**config.mk**
```make
export PLATFORM = sky130hd
export DESIGN_NAME = mux_scan_n
export DESIGN_NICKNAME = d
export VERILOG_FILES = /design/src/rtl/mux_scan_n.sv
export SDC_FILE = /design/constraint.sdc
export NUM_CORES = 1
export LEC_CHECK = 0
export ABC_AREA = 1
export BUFFER_PORTS_ARGS = -buffer_cell sky130_fd_sc_hd__buf_2
export CORE_MARGIN = 3
export CORE_UTILIZATION = 55
export DETAILED_ROUTE_END_ITERATION = 6
export GPL_TIMING_DRIVEN = 0
export PLACE_DENSITY = 0.76
export SETUP_SLACK_MARGIN = 0.3
export SLEW_MARGIN = 5
export SYNTH_ARGS = -nofsm -noshare
export SYNTH_HDL_FRONTEND = slang
export SYNTH_SLANG_ARGS = --single-unit
export TNS_END_PERCENT = 100
```
**constraint.sdc**
```tcl
create_clock -name clk -period 1.85 [get_ports clk]
set_input_delay 0.185 -clock clk [delete_from_list [all_inputs] [get_ports clk]]
set_output_delay 0.185 -clock clk [all_outputs]
set_load 0.005 [all_outputs]
```
**src/rtl/mux_scan_n.sv**
```systemverilog
`default_nettype none
// ============================================================================
// Module   : mux_scan_n
// Desc     : Registered N-channel, WIDTH-bit multiplexer with manual select
//            and auto-scan (programmable dwell, wrap pulse, range error).
//            Optional channel-skip mask enabled by MUX_SCAN_MASK_EN.
// Revision : 1.0
// ============================================================================
module mux_scan_n #(
    parameter int WIDTH = 1,
    parameter int N     = 8,
    parameter int SELW  = $clog2(N),
    parameter int DWELL = 1
) (
    input  logic                 clk,
    input  logic                 rst,
    input  logic [N*WIDTH-1:0]   din,
    input  logic                 en,
    input  logic                 mode,
    input  logic [SELW-1:0]      sel_in,
`ifdef MUX_SCAN_MASK_EN
    input  logic [N-1:0]         ch_mask,
`endif
    output logic [WIDTH-1:0]     q,
    output logic                 q_valid,
    output logic [SELW-1:0]      sel_out,
    output logic                 wrap,
    output logic                 err
);

    typedef enum logic [1:0] {
        S_IDLE   = 2'd0,
        S_MANUAL = 2'd1,
        S_SCAN   = 2'd2
    } state_t;

    localparam logic [SELW:0]   c_N          = (SELW+1)'(N);
    localparam logic [SELW-1:0] c_LAST       = SELW'(N-1);
    localparam logic [15:0]     c_DWELL_LAST = 16'(DWELL-1);

    state_t           r_state;
    logic [SELW-1:0]  r_ptr;
    logic [15:0]      r_cnt;
    logic [WIDTH-1:0] r_q;
    logic             r_valid;
    logic [SELW-1:0]  r_sel;
    logic             r_wrap;
    logic             r_err;

    logic [WIDTH-1:0] w_ch [N];
    logic             w_sel_ok;
    logic             w_adv;
    logic             w_any;
    logic [SELW-1:0]  w_first;
    logic [SELW-1:0]  w_next;
    logic             w_next_wrap;

    for (genvar k = 0; k < N; k++) begin : g_unpack
        assign w_ch[k] = din[k*WIDTH +: WIDTH];
    end

    assign w_sel_ok = ({1'b0, sel_in} < c_N);
    assign w_adv    = (r_cnt == c_DWELL_LAST);

`ifdef MUX_SCAN_MASK_EN
    logic [SELW-1:0] w_next_hi;
    logic            w_found_hi;

    // Descending search leaves the lowest qualifying index in each result.
    always_comb begin
        w_first    = '0;
        w_any      = 1'b0;
        w_next_hi  = '0;
        w_found_hi = 1'b0;
        for (int k = N-1; k >= 0; k--) begin
            if (!ch_mask[k]) begin
                w_first = SELW'(k);
                w_any   = 1'b1;
                if (k > int'(r_ptr)) begin
                    w_next_hi  = SELW'(k);
                    w_found_hi = 1'b1;
                end
            end
        end
        w_next      = w_found_hi ? w_next_hi : w_first;
        w_next_wrap = !w_found_hi;
    end
`else
    assign w_any       = 1'b1;
    assign w_first     = '0;
    assign w_next      = (r_ptr == c_LAST) ? '0 : r_ptr + 1'b1;
    assign w_next_wrap = (r_ptr == c_LAST);
`endif

    always_ff @(posedge clk or posedge rst) begin
        if (rst) begin
            r_state <= S_IDLE;
            r_ptr   <= '0;
            r_cnt   <= '0;
            r_q     <= '0;
            r_valid <= 1'b0;
            r_sel   <= '0;
            r_wrap  <= 1'b0;
            r_err   <= 1'b0;
        end else begin
            r_valid <= 1'b0;
            r_wrap  <= 1'b0;
            r_err   <= 1'b0;
            if (!en) begin
                r_state <= S_IDLE;
            end else if (!mode) begin
                r_state <= S_MANUAL;
                if (w_sel_ok) begin
                    r_q     <= w_ch[sel_in];
                    r_sel   <= sel_in;
                    r_valid <= 1'b1;
                end else begin
                    r_err   <= 1'b1;
                end
            end else begin
                r_state <= S_SCAN;
                // Nothing to scan: outputs, pointer and dwell all hold.
                if (!w_any) begin
                    r_valid <= 1'b0;
                end else if (r_state != S_SCAN) begin
                    r_ptr   <= w_first;
                    r_cnt   <= '0;
                    r_q     <= w_ch[w_first];
                    r_sel   <= w_first;
                    r_valid <= 1'b1;
                end else if (w_adv) begin
                    r_ptr   <= w_next;
                    r_cnt   <= '0;
                    r_q     <= w_ch[w_next];
                    r_sel   <= w_next;
                    r_valid <= 1'b1;
                    r_wrap  <= w_next_wrap;
                end else begin
                    r_cnt   <= r_cnt + 16'd1;
                    r_q     <= w_ch[r_ptr];
                    r_sel   <= r_ptr;
                    r_valid <= 1'b1;
                end
            end
        end
    end

    assign q       = r_q;
    assign q_valid = r_valid;
    assign sel_out = r_sel;
    assign wrap    = r_wrap;
    assign err     = r_err;

endmodule
`default_nettype wire

```
=== Word level (Yosys, flattened, before mapping) ===
Index checks and enable logic that the tools add are counted.

* Memories kept: 0
* Latch bits: 0
* Output and inout port bits: 7
* RAM bits: 0
* Bits in registers: 27
* ROM bits: 0
* Input bits: 15
* Word-level logic and storage cells: 44

* Shift-type cells: 0
* Multiply operators: 0
* Eq/ne operators: 2
* Reduce and logical (&&, ||, !) cells: 2
* Bitwise logic cells: 3
* $lt $le $gt $ge: 3
* Divide/modulo/power cells: 0
* $add $sub $neg: 2
* Multiplexer cells: 25

{| class="wikitable"
|+ Operators by type and width
! kind !! count
|-
| 2-to-1 mux 16 bit || 2
|-
| adder 16 x 1 -> 16 bit (second input constant) || 1
|-
| zero test 16 bit || 1
|-
| 2-to-1 mux 1 bit || 14
|-
| >= comparator 4 bit (second input constant) || 3
|-
| 2-to-1 mux 3 bit || 4
|-
| inverter 3 -> 4 bit || 3
|-
| binary-select mux 1 bit (select 3 bit) || 3
|-
| 2-to-1 mux 2 bit || 2
|-
| adder 3 x 1 -> 3 bit (second input constant) || 1
|-
| equality test 3 bit (second input constant) || 1
|-
| inequality test 2 bit (second input constant) || 1
|-
| AND reduction 2 bit || 1
|}

=== Depth between registers and ports, before layout ===
Gate-level depths: netlist of the first run.

* Depth in word-level cells: 9
* Mapped depth: 12
* Depth with buffers taken out: 12

=== Worst setup path before layout of the first run ===
OpenSTA, ideal clock, no wires.

* Path kind: register -> register
* From: register r_ptr[1]
* To: register r_q (netlist: q)
* Required time: 1730 ps
* Path buffers: 0
* Data arrival time: 1368 ps
* Slack: 362 ps
* Stages on the path, launching flop included: 11
* Setup time: 120 ps
* Period minus slack after synthesis: 1488 ps
* Cells stage by stage: dfrtp_1 -> ha_1 -> ha_1 -> nor2_1 -> nand2_1 -> nand3_1 -> nand3_1 -> nand3_1 -> nand3_1 -> nand2_1 -> nand2_1

* Longest elaborated chain between the ends: 9
* Elaborated cells between the ends (all ways): 14
* Those cells by class: 1 x add/sub; 1 x eq/ne; 10 x mux; 2 x bitwise

{| class="wikitable"
|+ RTL lines
! item !! line !! source
|-
| start: declaration || 42 || <nowiki>logic [SELW-1:0] r_ptr;</nowiki>
|-
| start signal: assignment || 126 || <nowiki>r_ptr <= w_first;</nowiki>
|-
| start signal: assignment || 132 || <nowiki>r_ptr <= w_next;</nowiki>
|-
| adder 3 x 1 -> 3 bit / equality test 3 bit (equally long branches) || 91 || <nowiki>assign w_next = (r_ptr == c_LAST) ? '0 : r_ptr + 1'b1;</nowiki>
|-
| 2-to-1 mux 3 bit || 91 ||
|-
| inverter 3 -> 4 bit (not written as such) || 134 || <nowiki>r_q <= w_ch[w_next];</nowiki>
|-
| binary-select mux 1 bit (select 3 bit) || 134 ||
|-
| 2-to-1 mux 1 bit (not written as such) (2 in a row) || 134 ||
|-
| 2-to-1 mux 1 bit * || 131 || <nowiki>end else if (w_adv) begin</nowiki>
|-
| 2-to-1 mux 1 bit * || 125 || <nowiki>end else if (r_state != S_SCAN) begin</nowiki>
|-
| 2-to-1 mux 1 bit * || 111 || <nowiki>end else if (!mode) begin</nowiki>
|-
| end signal: assignment || 114 || <nowiki>r_q <= w_ch[sel_in];</nowiki>
|-
| end signal: assignment || 128 || <nowiki>r_q <= w_ch[w_first];</nowiki>
|-
| end signal: assignment || 134 ||
|-
| end: declaration || 44 || <nowiki>logic [WIDTH-1:0] r_q;</nowiki>
|}

Mark *: on every way between the ends. The rest lies on a longest branch, timed or not. The select of a mux whose other input is x is not followed.
A chain may end at the register's enable or synchronous reset.

=== Worst setup path after layout of the first run ===
* From: register r_cnt[0]
* To: register r_ptr[0]

* Longest elaborated chain between the ends: 3

{| class="wikitable"
|+ RTL lines
! item !! line !! source
|-
| start: declaration || 43 || <nowiki>logic [15:0] r_cnt;</nowiki>
|-
| start signal: assignment || 139 || <nowiki>r_cnt <= r_cnt + 16'd1;</nowiki>
|-
| zero test 16 bit || 63 || <nowiki>assign w_adv = (r_cnt == c_DWELL_LAST);</nowiki>
|-
| 2-to-1 mux 3 bit (2 in a row) || n/a ||
|}

No other way between the ends.

==> metrics, run 1 <==
status=complete, no violations; post-DP HPWL=2710 µm; Tmin final=1550 ps; r2r worst-path depth=9; GRT Residual Overflow=0; Iter 0 DRT Violations=121; setup TNS=0 ps; CP max stage cell=dfrtp_2; syn_nets=261; Via density=5.21; highest clock rate=0.645 GHz; slack of the critical path=299 ps; Post-Syn Area=1720 µm²; DR WL/cell=12.7 µm; Max Cap Viol=0; Synth Area per Inst=7.10 µm²; commonest cells in the netlist=55 x nand2_1, 39 x inv_1, 29 x nand3_1; R2R Path Start=r_cnt[0]; met2 wire len=1840 µm; Worst path max stage delay=480 ps; Fin Clk Skew=3.80 ps; most numerous cell in the Yosys netlist=nand2_1; Final Total Pwr=1.06 mW; initial antenna violation count=0; Slew HR=0.338; Root Driver=clkbuf_4; R2R Setup Slk=300 ps; PD cells=481 nW/µm²; main area contributors after synthesis=dfrtp_1 39%, nand2_1 12%, inv_1 8.5%; CTS tree=done; post-synthesis cell type count=29; synth warn=0; P_leak=1.04 nW; Yosys top cell area share=0.393; largest net degree at the start of global routing=28; final hold vios=0; Most used DFF post-synth=dfrtp_1; share of cells above drive strength 1=0.326; Top Ports=22; die height=61.9 µm; period utilisation layout=0.838; gr usage total=0.215; first-pass GRT wire length=6230 µm; cell taking the most area after synthesis=dfrtp_1; H-tree levels=1; placed cell area=1870 µm²; Worst Path Arrival=1770 ps; ys async rst share=1.00; CTS clk-pin slew, worst paths=150 ps; met1 WL=2040 µm; worst-path maximum fanout=5; # port buffers=19; crit path cell chain=inv_2 -> ha_4 -> inv_2 -> nor2_2 -> nand2_2 -> nor2_4 -> nand2_4 -> o21ai_2 -> o21ai_0; Vias=1672; Layout Area Growth over Synthesis=28.5%; Final Hold Slack=63.1 ps; Crit. End Element=flip-flop; CP required=2060 ps; FP Rows=19; Peak VDD IR=0.356 mV; final setup vio count=0; startpoint types=flip-flop; clk_lat worst skew=320 ps; CP most frequent cell=inv_2; Routability Congestion=0.914; Min-Delay Path Class=in2async; top sig layer=met4; RSZ-0062 raised after global routing=yes; width of the die=61.9 µm; drt total wl=4070 µm; Die Area=3830 µm²; wire length on met3=167 µm; number of fill cells=216; vias in the first global route=1449; Slew Viols, Final=0; number of buffers created by CTS=3; Max Root-Sink Buffers=2; drc violations=0; number of inserted diodes=0; EDFF count, synth=0; Syn Inst Count=242; clk sinks=27; drt first pass iters=4; Place WS=107 ps; post-synthesis sequential area ratio=0.393; reg2reg end=r_ptr[0]; fin nets=299; starting density of the core=0.598; worst slew pin tran=991 ps; core area=2880 µm²; antenna viol nets, final=0; design area=2210 µm²; FF+latch count, synth=27; crit path kind=reg2reg
[cell type report]
| type | instances | area, µm² | share of cell area |
|---|---|---|---|
| flip-flops and latches | 27 | 677 | 0.307 |
| plain buffers | 4 | 21.3 | 0.00963 |
| well taps | 42 | 52.6 | 0.0238 |
| repair buffers | 32 | 206 | 0.0935 |
| inverters | 43 | 169 | 0.0765 |
| clock buffers | 4 | 26.3 | 0.0119 |
| multi-input cells | 169 | 1060 | 0.478 |
[layer usage]
| metal | global-route usage | vias up |
|---|---|---|
| met3 | 0.0289 | 4 |
| met5 | 0 | - |
| met2 | 0.320 | 40 |
| met1 | 0.332 | 769 |
| met4 | 0.0424 | 0 |
| li1 | - | 859 |
[critical path, delay by kind of cell (launching register included)]
kind	cells	cell delay, ps
simple gates	4	410
fa+ha+maj	1	120
flops	1	480
compound gates	2	320
buf+inv	2	120
[worst max-delay path by stage]
| stage | start | endpoint | slack (ps) | depth (start not counted) |
|---|---|---|---|---|
| after CTS | r_cnt[0] | r_cnt[14] | 250 | 8 |
| after floorplan | r_ptr[1] | q | 360 | 10 |
| after global routing | r_cnt[0] | r_cnt[14] | 200 | 11 |
| after global placement | r_cnt[0] | r_ptr[1] | 90 | 9 |
| final | r_cnt[0] | r_ptr[0] | 300 | 9 |
| after detailed placement | r_cnt[0] | r_ptr[1] | 110 | 9 |
[flip-flops by register name (all words and copies together) (netlist names)]
signal   count
q            1
q_valid      1
r_cnt       16
r_ptr        3
r_state      2
sel_out      3
wrap         1
[power breakdown]
part	internal, mW	switching, mW	leakage [nW]
sequential	0.608	0.00869	0.366
combinational	0.0692	0.111	0.663
clock	0.0844	0.182	0.0150
total	0.761	0.302	1.04
[kinds of logic after synthesis]
family | count (synthesis) | synth area share
xor+xnor | 4 | 0.0204
simple gates | 118 | 0.320
fa+ha+maj | 4 | 0.0291
buf+inv | 47 | 0.106
other cells | 1 | 0.00218
flops | 27 | 0.393
compound gates | 41 | 0.130
[through the flow]
step,utilization,instances
final,0.768,321
after global routing,0.768,321
after CTS,0.712,317
after detailed placement,0.649,303
after global placement,0.649,303
after floorplan,-,242
[what timing repair did]
| action | in CTS | in global routing |
|---|---|---|
| resized for setup | 32 | 33 |
| hold buffers | 1 | 0 |
| pin swaps | 9 | 10 |
| setup buffers | 8 | 4 |
| endpoints found under the hold margin | 1 | 0 |
| cloned | 1 | 0 |
| setup endpoints to repair | 17 | 23 |
[cell usage in the layout, fill, tap and decap left out, types with 8 or more instances in the layout]
cell	netlist	final
o21ai_0	17	8
nand2_1	55	49
nand3_1	29	24
nand2_2	5	11
buf_4	1	10
o21ai_1	3	8
buf_2	1	20
dfrtp_1	27	26
nor2_1	17	10
inv_1	39	36
(Power assumes the default switching activity.)
==> inputs of run 2 (changes only) <==
--- a/config.mk
+++ b/config.mk
@@ -5,13 +5,13 @@
 export SDC_FILE = /design/constraint.sdc
 export NUM_CORES = 1
 export LEC_CHECK = 0
-export ABC_AREA = 1
+export ABC_AREA = 0
 export BUFFER_PORTS_ARGS = -buffer_cell sky130_fd_sc_hd__buf_2
 export CORE_MARGIN = 3
 export CORE_UTILIZATION = 55
 export DETAILED_ROUTE_END_ITERATION = 6
 export GPL_TIMING_DRIVEN = 0
-export PLACE_DENSITY = 0.76
+export PLACE_DENSITY = 0.77
 export SETUP_SLACK_MARGIN = 0.3
 export SLEW_MARGIN = 5
 export SYNTH_ARGS = -nofsm -noshare
==> constraint.sdc (replaced) <==
create_clock -name clk -period 1.55 [get_ports clk]
set_input_delay 0.155 -clock clk [delete_from_list [all_inputs] [get_ports clk]]
set_output_delay 0.155 -clock clk [all_outputs]
set_load 0.005 [all_outputs]
==> run 2 against run 1 <==
Net effect:
- the flow now finishes with violations (negative setup slack)
- count of clock-buffer cells in the layout unchanged
- maximum frequency is 24% lower
- final cell count shrank 27%
- clock power rose by 19%
- critical path depth down 2
- sequential power increased by 20%
- largest power group unchanged
==> metrics, run 2 <==
status=finished with violations; failing checks=negative setup slack; top sig layer=met4; number of buffers created by CTS=3 (unchanged); core area=2590 µm² (-10%); leading cell types in the layout, fill and taps excluded=24 x dfrtp_1, 20 x buf_2, 18 x nand2_1, 15 x buf_4, 12 x o21ai_1; Routability Congestion=0.808 (-12%); Top Ports=22 (unchanged); FP Rows=18 (-1); cell taking the most area after synthesis=dfrtp_1; R2R Path Start=r_cnt[9]; Most used DFF post-synth=dfrtp_1; clk_lat worst skew=330 ps (about the same); period utilisation layout=1.32 (+0.478); share of cells above drive strength 1=0.431 (+0.105); Fin Clk Skew=3.30 ps (-0.494 ps); PD cells=591 nW/µm² (+23%); Via density=6.45 (+24%); critical path depth=7 (-2); Layout Area Growth over Synthesis=35.0%; R2R Setup Slk=-490 ps (-790 ps); CP top delay family=simple AND/OR/NAND/NOR gates; met1 WL=1580 µm (-23%); Yosys top cell area share=0.429 (+0.0359); worst slew pin tran=1040 ps (+47.8 ps); Syn Inst Count=159 (-34%); clk sinks=27 (unchanged); Max Root-Sink Buffers=2 (unchanged); P_leak=0.947 nW (-9.2%); Worst Path Arrival=2270 ps (+500 ps); H-tree levels=1 (unchanged); setup TNS=-7720 ps (-7720 ps); final hold vios=0 (unchanged); fin nets=224 (-25%); gr usage total=0.256 (+0.0417); Root Driver=clkbuf_4; final setup vio count=24 (+24); reg2reg end=sel_out[0]; slack of the critical path=-490 ps (-789 ps); highest clock rate=0.490 GHz (-24%); Final Hold Slack=29.5 ps (-33.6 ps); Peak VDD IR=0.520 mV (+46%); Synth Area per Inst=9.91 µm² (+39%); crit path buf inv count=2 (unchanged); crit path cell chain=nor4_1 -> and4_1 -> buf_6 -> buf_8 -> mux2i_1 -> nor2_1 -> a221o_1; ys async rst share=1.00 (unchanged); CTS tree=done; Slew HR=0.307 (-0.0319); DR WL/cell=18.1 µm (+43%); GRT Residual Overflow=0 (unchanged); max reg flops=16 (unchanged); Min-Delay Path Class=in2reg; CP max stage cell=dfrtp_1; Post-Syn Area=1580 µm² (-8.4%); vias in the first global route=1517 (+4.7%); Tmin final=2040 ps (+489 ps); Iter 0 DRT Violations=83 (-31%); Critical Path End=sel_out[0]; starting density of the core=0.608 (+0.0106); most common cell after layout, fill and taps aside=dfrtp_1; syn_nets=178 (-32%); number of inserted diodes=0 (unchanged); RSZ-0062 raised after global routing=yes; antenna viol nets, final=0 (unchanged); largest register by flop count=r_cnt; CTS clk-pin slew, worst paths=150 ps (about the same); post-synthesis cell type count=35 (+21%); # port buffers=20 (+1); Die Area=3540 µm² (-7.6%); width of the die=59.5 µm (-3.9%); Max Cap Viol=0 (unchanged); drc violations=0 (unchanged); final core utilization=0.821 (+0.0535); startpoint types=flip-flop; r2r worst-path depth=7 (-2); CP required=1780 ps (-280 ps); main area contributors after synthesis=dfrtp_1 43%, mux4_2 7.1%, o21ai_0 6.0%; worst-path maximum fanout=5 (unchanged); first-pass GRT wire length=6930 µm (+11%); post-synthesis sequential area ratio=0.429 (+0.0359); drt first pass iters=4 (unchanged); initial antenna violation count=0 (unchanged); most numerous cell in the Yosys netlist=dfrtp_1; synth warn=0 (unchanged); critical path startpoint=r_cnt[9]; Worst path max stage delay=470 ps (about the same); Vias=1509 (-9.7%); Crit. End Element=flip-flop; commonest cells in the netlist=27 x dfrtp_1, 19 x nand2_1, 19 x o21ai_0; Slew Viols, Final=0 (unchanged); wire length on met3=228 µm (+37%); FF+latch count, synth=27 (unchanged); drt total wl=4250 µm (+4.2%); die height=59.5 µm (-3.9%); crit path kind=reg2reg; EDFF count, synth=0 (unchanged); largest net degree at the start of global routing=28 (unchanged); met2 wire len=2240 µm (+22%); post-DP HPWL=2540 µm (-6.3%)
-- run 2: final cells by class --
cell class              count  area (µm²)
plain buffers               7        65.1
clock buffers               4        26.3
fillers                   146         463
inverters                   9        33.8
multi-input cells         116         991
flip-flops and latches     27         679
well taps                  30        37.5
repair buffers             41         294
-- run 2: how the worst min path moves through the flow --
stage | start | endpoint | slack, ps | cells past startpoint
floorplan | en | q_valid | 190 | 0
global placement | en | q_valid | 290 | 1
detailed placement | en | q_valid | 290 | 1
CTS | mode | r_state[0] | 30 | 2
global route | mode | r_state[0] | 20 | 2
finish | mode | r_state[0] | 30 | 2
-- run 2: layer usage --
| metal | vias to the layer above | global-route usage |
|---|---|---|
| li1 | 677 | - |
| met1 | 746 | 0.303 |
| met2 | 67 | 0.437 |
| met3 | 19 | 0.0349 |
| met4 | 0 | 0.155 |
| met5 | - | 0 |
-- run 2: repair_timing --
item,in CTS,in global routing
pin swaps,7,14
hold buffers,1,0
resized for setup,19,21
setup buffers,14,6
setup endpoints to repair,24,24
endpoints found under the hold margin,1,0
-- run 2: per-stage QoR --
step                      worst slack, ps  total power, mW  cells  instance area, µm²
after floorplan                      -317            0.872    159                1660
final                                -490             1.26    234                2130
after CTS                            -377             1.25    228                1990
after detailed placement             -456            0.936    209                1790
after global routing                 -551             1.31    234                2130
after global placement               -432            0.928    209                1790
-- run 2: cell families after synthesis --
family,after synthesis,synth area share
xor+xnor,4,0.0222
simple gates,59,0.193
fa+ha+maj,4,0.0318
other cells,1,0.00238
mux,12,0.128
flops,27,0.429
buf+inv,16,0.0508
compound gates,36,0.143
-- run 2: power breakdown --
group	switching, mW	internal [mW]
clock network	0.217	0.101
registers	0.0120	0.725
logic	0.0956	0.107
==> inputs of run 3 (changes only) <==
--- a/config.mk
+++ b/config.mk
@@ -5,14 +5,14 @@
 export SDC_FILE = /design/constraint.sdc
 export NUM_CORES = 1
 export LEC_CHECK = 0
-export ABC_AREA = 0
+export ABC_AREA = 1
 export BUFFER_PORTS_ARGS = -buffer_cell sky130_fd_sc_hd__buf_2
 export CORE_MARGIN = 3
 export CORE_UTILIZATION = 55
 export DETAILED_ROUTE_END_ITERATION = 6
 export GPL_TIMING_DRIVEN = 0
-export PLACE_DENSITY = 0.77
-export SETUP_SLACK_MARGIN = 0.3
+export PLACE_DENSITY = 0.76
+export SETUP_SLACK_MARGIN = 0.15
 export SLEW_MARGIN = 5
 export SYNTH_ARGS = -nofsm -noshare
 export SYNTH_HDL_FRONTEND = slang
==> run 3 against run 2 <==
Net effect:
- the run still ends with negative setup slack left
- worst setup slack improved by 430 ps
- routed wire length is 5.7% higher
- maximum frequency increased by 27%
- register-to-register slack improved by 430 ps
- worst hold slack improved by 15 ps
- clock skew fell by 2.0 ps
- die area rose by 8.2%
- final area up 6.9%
- critical path type unchanged
- critical endpoint is now r_cnt[9]
- largest power group unchanged
- highest routed layer unchanged
==> metrics, run 3 (synthesis results as in run 1) <==
status=finished with violations; failing checks=negative setup slack; fin cells=324 (+38%); highest clock rate=0.621 GHz (+27%); vias in the first global route=1533 (+1.1%); Layout Area Growth over Synthesis=32.3%; CTS clk-pin slew, worst paths=150 ps (about the same); drt total wl=4490 µm (+5.7%); DR WL/cell=13.8 µm (-24%); Crit. End Element=flip-flop; final hold vios=0 (unchanged); most common cell after layout, fill and taps aside=nand2_1; share of cells above drive strength 1=0.340 (-0.0909); Max Root-Sink Buffers=2 (unchanged); Peak VDD IR=0.518 mV (-0.39%); post-DP HPWL=2840 µm (+12%); clk_lat worst skew=320 ps (about the same); FP Rows=19 (+1); core area=2880 µm² (+11%); final setup vio count=15 (-38%); Tmin final=1610 ps (-431 ps); worst slew pin tran=1010 ps (-28.8 ps); PD cells=563 nW/µm² (-4.8%); Vias=1729 (+15%); initial antenna violation count=0 (unchanged); Iter 0 DRT Violations=109 (+31%); GRT Residual Overflow=0 (unchanged); final core utilization=0.791 (-0.0305); Routability Congestion=0.873 (+8.1%); die height=61.9 µm (+4.0%); Final Hold Slack=44.4 ps (+15.0 ps); starting density of the core=0.598 (-0.0106); H-tree levels=1 (unchanged); clk sinks=27 (unchanged); P_leak=1.08 nW (+15%); number of inserted diodes=0 (unchanged); Fin Clk Skew=1.31 ps (-2.00 ps); largest register by flop count=r_cnt; width of the die=61.9 µm (+4.0%); first-pass GRT wire length=6680 µm (-3.7%); largest net degree at the start of global routing=28 (unchanged); Placed Cells incl. Taps=303 (+45%); # port buffers=19 (-5.0%); period utilisation layout=1.04 (-0.278); gr usage total=0.234 (-0.0223); Top Ports=22 (unchanged); Slew Viols, Final=0 (unchanged); Worst path max stage delay=460 ps (about the same); startpoint types=flip-flop; max reg flops=16 (unchanged); crit path cell chain=inv_2 -> ha_4 -> inv_2 -> nor2_4 -> nand2_2 -> nor2_4 -> nand2_4 -> nand2_8 -> a21oi_2 -> o21ai_1 -> o21ai_1; CTS tree=done; Worst Path Arrival=1810 ps (-460 ps); CP max stage cell=dfrtp_1; crit path kind=reg2reg; worst-path maximum fanout=6 (+1); Slew HR=0.326 (+0.0193); number of buffers created by CTS=3 (unchanged); slack of the critical path=-59.6 ps (+431 ps); leading cell types in the layout, fill and taps excluded=50 x nand2_1, 35 x inv_1, 27 x dfrtp_1, 20 x nand3_1, 20 x buf_2; CP required=1760 ps (-20 ps); drt first pass iters=4 (unchanged); drc violations=0 (unchanged); antenna viol nets, final=0 (unchanged); Max Cap Viol=0 (unchanged); RSZ-0062 raised after global routing=yes; Via density=5.34 (-17%); Die Area=3830 µm² (+8.2%); Root Driver=clkbuf_4; fin nets=302 (+35%); Min-Delay Path Class=in2async
-- run 3: cell types whose count changed in the layout (fill, tap and decap cells not counted), sizes merged, moves of 6 or more --
cell	before	now
a21oi	4	11
buf	45	35
inv	9	43
mux4	6	0
nand2	19	63
nand3	4	29
nor2	8	19
-- run 3: critical path, delay by kind of cell (launching register included) --
family / cells / cell delay, ps
compound gates: 3 / 190
simple gates: 5 / 600
flops: 1 / 460
buf+inv: 2 / 140
fa+ha+maj: 1 / 120
-- run 3: cell type report --
cell class,count,area [µm²]
Multi-Input combinational cell,170,1100
Sequential cell,27,676
Fill cell,192,602
Timing Repair Buffer,34,234
Inverter,43,169
Tap cell,42,52.6
Clock buffer,4,26.3
Buffer,4,20.0
-- run 3: what timing repair did --
action,in CTS,in global routing
gates cloned,2,0
hold buffers,1,0
endpoints found under the hold margin,1,0
buffers inserted,8,6
setup endpoints to repair,23,24
pin swaps,11,21
gates resized for setup,13,40
-- run 3: where the power goes --
group	switching (mW)	internal (mW)
clock network	0.211	0.101
logic	0.145	0.0878
registers	0.00996	0.725
-- run 3: routing by layer --
layer  up-vias  GRT usage  share of wire
li1        868          -              -
met4         0     0.0636         0.0062
met2        37      0.344           0.48
met3         4     0.0289          0.029
met5         -          0              0
met1       820      0.361           0.48
-- run 3: path summary, 6_finish.rpt --
path | cells past startpoint | end | start | slack, ps
max in group asynchronous | 2 | r_cnt[7] | rst | 900
min | 2 | r_cnt[10] | rst | 40
min reg2reg | 2 | sel_out[1] | sel_out[1] | 530
max | 11 | r_cnt[9] | r_cnt[0] | -60
min in group clk | 2 | r_state[0] | mode | 50
max reg2reg | 11 | r_cnt[9] | r_cnt[0] | -60
-- run 3: metrics by stage --
| stage | setup WS (ps) | total power, mW | instance area [µm²] | TNS, ps |
|---|---|---|---|---|
| 4_1_cts | -39.8 | 1.25 | 2080 | -381 |
| 3_5_place_dp | -152 | 0.944 | 1920 | -1010 |
| 5_1_grt | -161 | 1.35 | 2270 | -2110 |
| 6_report | -59.6 | 1.28 | 2270 | -454 |
| 2_1_floorplan | 125 | 0.878 | 1770 | 0 |
| 3_3_place_gp | -159 | 0.943 | 1920 | -919 |
